## src/rtl/loop_filter_if.sv

```systemverilog
// rtl/loop_filter_if.sv - sample/DAC bundle between main counter, loop filter and DAC interface
//   DIFF     : offset-binary frequency-error word, stable while RDY high
//   RDY      : sample-ready flag (asynchronous to CLK)
//   HOLD     : holdover request, freezes the DAC code
//   DAC_CODE : tuning word to the DAC interface
//   DAC_STB  : one-cycle pulse on each DAC_CODE update
//   LOCKED   : loop-locked indicator
interface loop_filter_if #(
   parameter int DAC_W = 16
);
   logic [15:0]      DIFF;
   logic             RDY;
   logic             HOLD;
   logic [DAC_W-1:0] DAC_CODE;
   logic             DAC_STB;
   logic             LOCKED;

   modport master (
      output DIFF, RDY, HOLD,
      input  DAC_CODE, DAC_STB, LOCKED
   );

   modport slave (
      input  DIFF, RDY, HOLD,
      output DAC_CODE, DAC_STB, LOCKED
   );
endinterface

```

## src/rtl/loop_filter.sv

```systemverilog
// rtl/loop_filter.sv - GPSDO PI loop filter: frequency error in, saturated OCXO DAC tuning word out
//   CLK   : system clock (10 MHz OCXO)
//   CLR_N : synchronous active-low reset
//   bus   : loop_filter_if.slave (DIFF/RDY/HOLD in, DAC_CODE/DAC_STB/LOCKED out)
module loop_filter #(
   parameter int DAC_W    = 16,
   parameter int DAC_MID  = 32768,
   parameter int CENTER   = 32767,
   parameter int KP_SH    = 2,
   parameter int KI_SH    = 4,
   parameter int DEADBAND = 0,
   parameter int LOCK_TOL = 2,
   parameter int LOCK_CNT = 16,
   parameter int INVERT   = 0
) (
   input logic          CLK,
   input logic          CLR_N,
   loop_filter_if.slave bus
);
   localparam int CW = $clog2(LOCK_CNT + 1);

   localparam logic signed [32:0] C_IMAX = 33'sd2147483647;
   localparam logic signed [32:0] C_IMIN = -33'sd2147483647;
   localparam logic signed [39:0] C_MID  = 40'(DAC_MID);
   localparam logic signed [39:0] C_DMAX = 40'((64'd1 << DAC_W) - 64'd1);

   typedef enum logic [2:0] {
      S_IDLE, S_CAPT, S_ERR, S_INTEG, S_SUM, S_CLAMP, S_OUT
   } state_t;

   state_t             r_state;
   logic               r_sync1, r_sync2, r_sync2_d;
   logic               r_armed;
   logic [15:0]        r_diff;
   logic signed [16:0] r_e;
   logic               r_in_tol;
   logic signed [31:0] r_integ;
   logic signed [39:0] r_sum;
   logic               r_sat_hi, r_sat_lo;
   logic [CW-1:0]      r_lock_cnt;
   logic [DAC_W-1:0]   r_dac;
   logic               r_stb;
   logic               r_locked;

   logic               w_edge;
   logic signed [16:0] w_err;
   logic [16:0]        w_abs_err;
   logic signed [16:0] w_e;
   logic signed [32:0] w_isum;
   logic signed [31:0] w_integ_next;
   logic               w_windup;
   logic signed [39:0] w_e40, w_i40, w_sum;
   logic [CW-1:0]      w_cnt_next;

   // rising edge of the synchronised ready flag
   assign w_edge = r_sync2 & ~r_sync2_d;

   assign w_err     = $signed({1'b0, r_diff}) - $signed(17'(CENTER));
   assign w_abs_err = w_err[16] ? 17'(-w_err) : 17'(w_err);

   always_comb begin
      w_e = '0;
      if (w_abs_err > 17'(DEADBAND))
         w_e = (INVERT != 0) ? w_err : -w_err;
   end

   // 33-bit sum cannot overflow, so saturation is a plain range check
   assign w_isum = {r_integ[31], r_integ} + {{16{r_e[16]}}, r_e};

   always_comb begin
      w_integ_next = w_isum[31:0];
      if (w_isum > C_IMAX)
         w_integ_next = 32'sh7FFF_FFFF;
      else if (w_isum < C_IMIN)
         w_integ_next = 32'sh8000_0001;
   end

   // stop the integrator pushing further into a rail the output is already on
   assign w_windup = (r_sat_hi && (r_e > 17'sd0)) || (r_sat_lo && (r_e < 17'sd0));

   assign w_e40 = {{23{r_e[16]}}, r_e};
   assign w_i40 = {{8{r_integ[31]}}, r_integ};
   assign w_sum = C_MID + (w_e40 <<< KP_SH) + (w_i40 >>> KI_SH);

   always_comb begin
      w_cnt_next = '0;
      if (r_in_tol)
         w_cnt_next = (r_lock_cnt == CW'(LOCK_CNT)) ? r_lock_cnt : r_lock_cnt + 1'b1;
   end

   always_ff @(posedge CLK) begin
      if (!CLR_N) begin
         r_state    <= S_IDLE;
         r_sync1    <= 1'b0;
         r_sync2    <= 1'b0;
         r_sync2_d  <= 1'b0;
         r_armed    <= 1'b0;
         r_diff     <= '0;
         r_e        <= '0;
         r_in_tol   <= 1'b0;
         r_integ    <= '0;
         r_sum      <= '0;
         r_sat_hi   <= 1'b0;
         r_sat_lo   <= 1'b0;
         r_lock_cnt <= '0;
         r_dac      <= DAC_W'(DAC_MID);
         r_stb      <= 1'b0;
         r_locked   <= 1'b0;
      end else begin
         r_sync1   <= bus.RDY;
         r_sync2   <= r_sync1;
         r_sync2_d <= r_sync2;
         r_stb     <= 1'b0;
         case (r_state)
            S_IDLE: begin
               if (w_edge) begin
                  if (!r_armed)
                     r_armed <= 1'b1;          // first edge after reset may be a stale RDY level
                  else if (bus.HOLD) begin
                     r_locked   <= 1'b0;
                     r_lock_cnt <= '0;
                  end else
                     r_state <= S_CAPT;
               end
            end
            S_CAPT: begin
               r_diff  <= bus.DIFF;
               r_state <= S_ERR;
            end
            S_ERR: begin
               r_e      <= w_e;
               r_in_tol <= (w_abs_err <= 17'(LOCK_TOL));
               r_state  <= S_INTEG;
            end
            S_INTEG: begin
               if (!w_windup)
                  r_integ <= w_integ_next;
               r_state <= S_SUM;
            end
            S_SUM: begin
               r_sum   <= w_sum;
               r_state <= S_CLAMP;
            end
            S_CLAMP: begin
               // result is registered on entry to OUT so the strobe lands seven edges after RDY
               if (r_sum < 40'sd0) begin
                  r_dac    <= '0;
                  r_sat_lo <= 1'b1;
                  r_sat_hi <= 1'b0;
               end else if (r_sum > C_DMAX) begin
                  r_dac    <= '1;
                  r_sat_lo <= 1'b0;
                  r_sat_hi <= 1'b1;
               end else begin
                  r_dac    <= r_sum[DAC_W-1:0];
                  r_sat_lo <= 1'b0;
                  r_sat_hi <= 1'b0;
               end
               r_stb      <= 1'b1;
               r_lock_cnt <= w_cnt_next;
               r_locked   <= (w_cnt_next == CW'(LOCK_CNT));
               r_state    <= S_OUT;
            end
            S_OUT: begin
               r_state <= S_IDLE;
            end
            default: r_state <= S_IDLE;
         endcase
      end
   end

   assign bus.DAC_CODE = r_dac;
   assign bus.DAC_STB  = r_stb;
   assign bus.LOCKED   = r_locked;
endmodule

```

## src/flat_wrapper.sv

```systemverilog
// flat-port wrapper written by rule: the top's interface ports become plain ports
module loop_filter_flat 
#(
   parameter int DAC_W    = 16,
   parameter int DAC_MID  = 32768,
   parameter int CENTER   = 32767,
   parameter int KP_SH    = 2,
   parameter int KI_SH    = 4,
   parameter int DEADBAND = 0,
   parameter int LOCK_TOL = 2,
   parameter int LOCK_CNT = 16,
   parameter int INVERT   = 0
)
  (CLK, CLR_N, bus_DIFF, bus_RDY, bus_HOLD, bus_DAC_CODE, bus_DAC_STB, bus_LOCKED);
  loop_filter_if #(.DAC_W(DAC_W)) bus_i ();
  input logic CLK;
  input logic CLR_N;
  input wire logic [$bits(bus_i.DIFF)-1:0] bus_DIFF;
  input wire logic [$bits(bus_i.RDY)-1:0] bus_RDY;
  input wire logic [$bits(bus_i.HOLD)-1:0] bus_HOLD;
  output wire logic [$bits(bus_i.DAC_CODE)-1:0] bus_DAC_CODE;
  output wire logic [$bits(bus_i.DAC_STB)-1:0] bus_DAC_STB;
  output wire logic [$bits(bus_i.LOCKED)-1:0] bus_LOCKED;
  assign bus_i.DIFF = bus_DIFF;
  assign bus_i.RDY = bus_RDY;
  assign bus_i.HOLD = bus_HOLD;
  assign bus_DAC_CODE = bus_i.DAC_CODE;
  assign bus_DAC_STB = bus_i.DAC_STB;
  assign bus_LOCKED = bus_i.LOCKED;
  loop_filter #(.DAC_W(DAC_W), .DAC_MID(DAC_MID), .CENTER(CENTER), .KP_SH(KP_SH), .KI_SH(KI_SH), .DEADBAND(DEADBAND), .LOCK_TOL(LOCK_TOL), .LOCK_CNT(LOCK_CNT), .INVERT(INVERT)) u_core (.CLK(CLK), .CLR_N(CLR_N), .bus(bus_i));
endmodule
```

## config.mk

```make
export PLATFORM = sky130hd
export DESIGN_NAME = loop_filter_flat
export DESIGN_NICKNAME = d
export VERILOG_FILES = /design/src/rtl/loop_filter_if.sv /design/src/rtl/loop_filter.sv /design/src/flat_wrapper.sv
export SDC_FILE = /design/constraint.sdc
export NUM_CORES = 1
export LEC_CHECK = 0
export ABC_AREA = 0
export CAP_MARGIN = 20
export CORE_MARGIN = 5
export CORE_UTILIZATION = 50
export CTS_CLUSTER_SIZE = 14
export DETAILED_ROUTE_END_ITERATION = 12
export PLACE_DENSITY = 0.76
export SYNTH_ARGS = -nofsm -noshare
export SYNTH_HDL_FRONTEND = slang
export SYNTH_SLANG_ARGS = --single-unit
```

## constraint.sdc

```tcl
create_clock -name CLK -period 3.7 [get_ports CLK]
set_input_delay 0.74 -clock CLK [delete_from_list [all_inputs] [get_ports CLK]]
set_output_delay 0.74 -clock CLK [all_outputs]
set_load 0.01 [all_outputs]
```

Word-level counts from Yosys, hierarchy flattened:

Index checks and enable logic that the tools add are counted.

* add/subtract/negate cells: 6
* magnitude comparators: 8
* equality and inequality tests: 11
* multiplexer cells: 24
* bitwise gates (word level): 3
* reductions and logical operators: 9

Operator list (number)
* 32-bit 2-to-1 mux: 2
* 40-bit by 17-bit greater-than comparator with 1-bit output, second input constant: 1
* 40-bit by 1-bit < comparator with 1-bit output, second input constant: 1
* 17-bit by 1-bit greater-than comparator with 1-bit output, second input constant: 2
* 17-bit 2-to-1 mux: 2
* 32-bit by 17-bit adder with 33-bit output: 1
* 33-bit by 32-bit greater-than comparator with 1-bit output, second input constant: 1
* 33-bit by 32-bit < comparator with 1-bit output, second input constant: 1
* 16-bit 2-to-1 mux: 2
* 20-bit by 28-bit adder with 29-bit output: 1
* 5-bit 2-to-1 mux: 5
* 17-bit by 19-bit adder with 20-bit output, first input constant: 1
* 3-bit case mux with 6 select lines: 1
* 17-bit by 2-bit less-or-equal comparator with 1-bit output, second input constant: 1
* 17-bit by 1-bit < comparator with 1-bit output, second input constant: 1
* 17-bit negation: 1
* 16-bit by 15-bit subtractor with 17-bit output, second input constant: 1
* 5-bit == test, second input constant: 2
* 5-bit case mux with 2 select lines: 1
* 3-bit 2-to-1 mux: 3
* 1-bit 2-to-1 mux: 7
* 3-bit by 2-bit == test with 1-bit output, second input constant: 2
* 3-bit == test, second input constant: 2
* 5-bit by 1-bit adder with 5-bit output, second input constant: 1
* other kinds (13): 18

* register bits: 138
* output and inout port bits: 18
* logic and storage cells: 77

Longest topological paths before layout:

* depth after elaboration: 5
* gate-level depth with buffers: 15
* gate-level depth less buffers: 14

Worst setup path before layout:

Ideal clock, no wire load.

* path kind: register -> register
* from: register u_core.r_e[0]
* to: register u_core.r_integ[19]
* data arrival time: 3.599 ns
* required time: 3.555 ns
* path slack: -0.045 ns
* stages on the path, launching flop included: 14
* path buffers: 0
* cell sequence: dfxtp_1 > ha_1 > inv_1 > fa_1 > nor2b_4 > o211ai_2 > mux2i_1 > or4_1 > or4b_1 > or4_1 > nor4_1 > nand4_1 > a221oi_4 > a221oi_1

* word-level cells in the longest chain between the ends: 5

RTL lines
* start, declared: RTL line loop_filter.sv:35 `logic signed [16:0] r_e;`
* start signal, assigned: RTL line loop_filter.sv:131 `r_e <= w_e;`
* branches (longest 5 deep; another with 32-bit by 17-bit adder with 33-bit output)
* end signal, assigned: RTL line loop_filter.sv:137 `r_integ <= w_integ_next;`
* end, declared: RTL line loop_filter.sv:37 `logic signed [31:0] r_integ;`

Several ways; the timed one is not identified.
A chain may end at the register's enable or synchronous reset.

Final worst setup path:

* from: register u_core.r_integ[0]
* to: register u_core.r_integ[21]

* word-level cells in the longest chain between the ends: 4

RTL lines
* 32-bit by 17-bit adder with 33-bit output (*): RTL line loop_filter.sv:68 `assign w_isum = {r_integ[31], r_integ} + {{16{r_e[16]}}, r_e};`
* 33-bit by 32-bit < comparator with 1-bit output: RTL line loop_filter.sv:74 `else if (w_isum < C_IMIN)`
* 32-bit 2-to-1 mux: RTL line loop_filter.sv:74
* 32-bit 2-to-1 mux (*): RTL line loop_filter.sv:72 `if (w_isum > C_IMAX)`

Every way passes the cells marked *; elsewhere a longest branch is shown, timed or not.

==> flow_metrics.py <==
metrics = {
    "outcome": {
        "run_status": "finished with violations",
        "violations": "negative setup slack",
    },
    "timing": {
        "tns_ns": -2.29,
        "fin_skew_ns": 0.00924,
        "tightestPinTransition_ns": 0.661,
        "slew_viol_final": 0,
        "holdWs_ns": 0.432,
        "finalHoldViolations": 0,
        "rsz0062_at_grt": "yes",
        "fmax_mhz": 258,
        "relSlewSlack_pct": 55.4,
        "period_minus_slack_ns": 3.87,
        "finalCritPeriodShare_pct": 105,
        "setup_viol_count_final": 21,
        "fin_ws_ns": -0.171,
    },
    "logic_synthesis": {
        "synth_nets": 1417,
        "syn_area_per_cell_um2": 7.42,
        "synthCells": 1308,
        "synthTopCellsByArea": "dfxtp_1 26%, ha_1 10%, a21oi_1 8.3%",
        "synth_warnings": 0,
        "ys_top_cells_by_count": "160 x a21oi_1, 159 x nand2_1, 127 x dfxtp_1, 127 x nor2_1, 78 x ha_1",
        "synthDistinctLibCells": 70,
        "synth.most_common_cell": "a21oi_1",
        "yosysTopAreaCell": "dfxtp_1",
        "ys_seq_elements": 127,
        "synth_ff_type": "dfxtp_1",
        "synth_edf_count": 0,
        "netlist_area_um2": 9710,
        "async_flop_share_pct": 0,
        "yosysSeqAreaShare_pct": 26.2,
        "yosysTopAreaCellShare_pct": 26.2,
    },
    "worst_setup_path": {
        "crit_fanout": 5,
        "critPathRequiredTime_ns": 3.99,
        "worstSetupEndpointType": "flop",
        "path_cells": "ha_4 > inv_2 > fa_2 > nor2b_4 > o211ai_2 > mux2i_1 > or4_1 > or4b_4 > or4_4 > nor4_4 > nand4_1 > a221oi_4 > clkbuf_16 > a311oi_1",
        "path_class": "reg -> reg",
        "start_kind": "flop",
        "reg2reg_depth": 14,
        "arrival_ns": 4.16,
        "startpoint": "u_core.r_integ[0]",
        "critPathSlowestCell": "or4b_4",
        "max_stage_delay_ns": 0.53,
        "reg2reg_from": "u_core.r_integ[0]",
        "rrSetupSlack_ns": -0.17,
    },
    "min_path": {
        "hold_class": "reg -> reg",
        "holdPathStages": 1,
        "min-delay-start": "u_core.r_sync1",
    },
    "layout": {
        "nFillCells": 1674,
        "layout.nets": 1501,
        "area_growth_pct": 21.3,
        "n_antenna_cell": 0,
        "drive_above_1_share_pct": 13.7,
    },
    "detailed_routing": {
        "via_count": 10092,
        "vias_per_cell": 6.04,
        "firstDrtPassIters": 6,
        "final_antenna_net_count": 0,
        "wl_um": 28500,
        "drt_iter0_drc": 856,
        "wl_per_cell_um": 17.1,
        "drcViolationCount": 0,
    },
    "clocking": {
        "cts_buffers": 17,
        "cts_root_buffer": "clkbuf_16",
        "clock_sinks": 127,
        "htree_levels": 4,
        "path_clk_slew_ns": 0.06,
        "clock_path_buffers": 2,
        "cts_tree": "yes",
        "hold_buffers": 0,
        "insertion_delay_ns": 0.42,
    },
    "power_and_ir_drop": {
        "peakVddDrop_uv": 261,
        "cellPowerDensity_nw_per_um2": 272,
        "p_int_mw": 2.47,
        "leakage_nw": 4.73,
        "p_seq_share_pct": 43.0,
        "p_sw_share_pct": 22.8,
        "p_sw_mw": 0.731,
        "clockPowerShare_pct": 52.5,
        "comb_power_share_pct": 4.5,
    },
    "grt": {
        "grt_overflow": 0,
        "grt_pass1_vias": 9153,
        "grt_pass1_wl_um": 45400,
        "grt_antenna_before_repair": 0,
        "grt_max_degree": 76,
        "track_usage_pct": 24.8,
    },
    "floorplan": {
        "num_rows": 51,
        "start_util_pct": 50.4,
        "die_x_um": 149,
        "ios": 38,
        "die_h_um": 149,
        "core_um2": 19300,
        "dieArea_um2": 22300,
    },
    "place": {
        "hpwl_um": 20900,
        "port_buffers": 37,
        "gp_congestion": 0.967,
    },
    "flow_run": {
        "maxCapViolCount": 0,
    },
}
[sequential cells by signal, indices dropped and copies added (netlist names), 3 cells and up]
signal and cells:
u_core.bus.DAC_CODE 16, u_core.r_e 17, u_core.r_sum 29, u_core.r_integ 32, u_core.r_diff 16, u_core.r_state 3
u_core.r_lock_cnt 5
[per-stage QoR]
step                      util, %  area [um^2]  total power, mW  worst slack [ns]  instances
after global routing         61.1        11800             3.28            -0.281       1670
after CTS                    59.9        11500             3.18           -0.0872       1665
after global placement       56.4        10900             1.52           -0.0830       1627
final                        61.1        11800             3.20            -0.171       1670
after detailed placement     56.4        10900             1.52            -0.161       1628
after floorplan                 -         9710             1.47            0.0573       1308
[repair_timing]
action,CTS,global route
hold endpoints to repair,0,0
pin swaps,2,11
gates cloned,0,1
setup endpoints to repair,18,40
setup buffers,5,4
resized for setup,13,41
[worst max-delay path, delay by kind of cell (launching register included)]
kind	cells	cell delay [ns]
AOI/OAI and AO/OA	3	0.53
adders and majority gates	2	0.51
buffers and inverters	2	0.26
DFF	1	0.36
muxes	1	0.13
and+or+nand+nor	6	1.95
[area by class of cell]
cell class                      count  area (um^2)  area share, %
Sequential cell                   127         2540           21.6
Inverter                           53          199           1.69
Clock inverter                     11          133           1.13
Timing Repair Buffer              140         1210           10.3
Tap cell                          265          332           2.82
Multi-Input combinational cell   1053         6890           58.5
Clock buffer                       21          460           3.91
[cells by family after synthesis]
group | synth area share (%)
AOI/OAI and AO/OA | 24.1
DFF | 26.2
adders and majority gates | 12.8
and+or+nand+nor | 24.7
buffers and inverters | 4.98
xor gates and xnor gates | 6.59
muxes | 0.619
[cell usage in the layout (no fill, tap or decap), drive strengths merged, types with 10 or more instances in the layout]
cell / synthesis / routed
nor3: 45 / 45
a31oi: 17 / 17
nand3: 43 / 43
and3: 11 / 11
nor2: 127 / 127
clkdlybuf4s50: 0 / 37
nor2b: 10 / 10
or2: 10 / 10
fa: 11 / 11
ha: 78 / 78
a21o: 14 / 14
clkbuf: 71 / 22
a211oi: 19 / 19
xnor2: 44 / 44
o21ai: 63 / 63
nand4: 18 / 18
xor2: 29 / 29
a22oi: 13 / 13
inv: 53 / 55
or3: 10 / 10
dfxtp: 127 / 127
o211ai: 12 / 12
buf: 4 / 102
nand2: 159 / 159
nand2b: 11 / 11
a21oi: 160 / 160
nor4: 19 / 19
a211o: 13 / 13
[layer usage]
layer  track usage, %  part of all wire, %  up-vias
li1                 -                    -     4868
met1             34.8                   44     4731
met2             39.4                   45      423
met3             5.01                  8.5       70
met4             6.18                  2.4        0
met5                0                    0        -
[worst paths after layout]
check,to
max,u_core.r_integ[21]
min,u_core.r_sync2
max reg2reg,u_core.r_integ[21]
min reg2reg,u_core.r_sync2
[power groups by stage]
stage               clock (mW)  combinational, mW  sequential, mW
floorplan                    0             0.0619            1.41
global placement             0              0.109            1.41
detailed placement           0              0.111            1.41
CTS                       1.68              0.121            1.38
global route              1.75              0.153            1.38
finish                    1.68              0.146            1.38
Note: power is estimated with default switching activity, not from simulation.
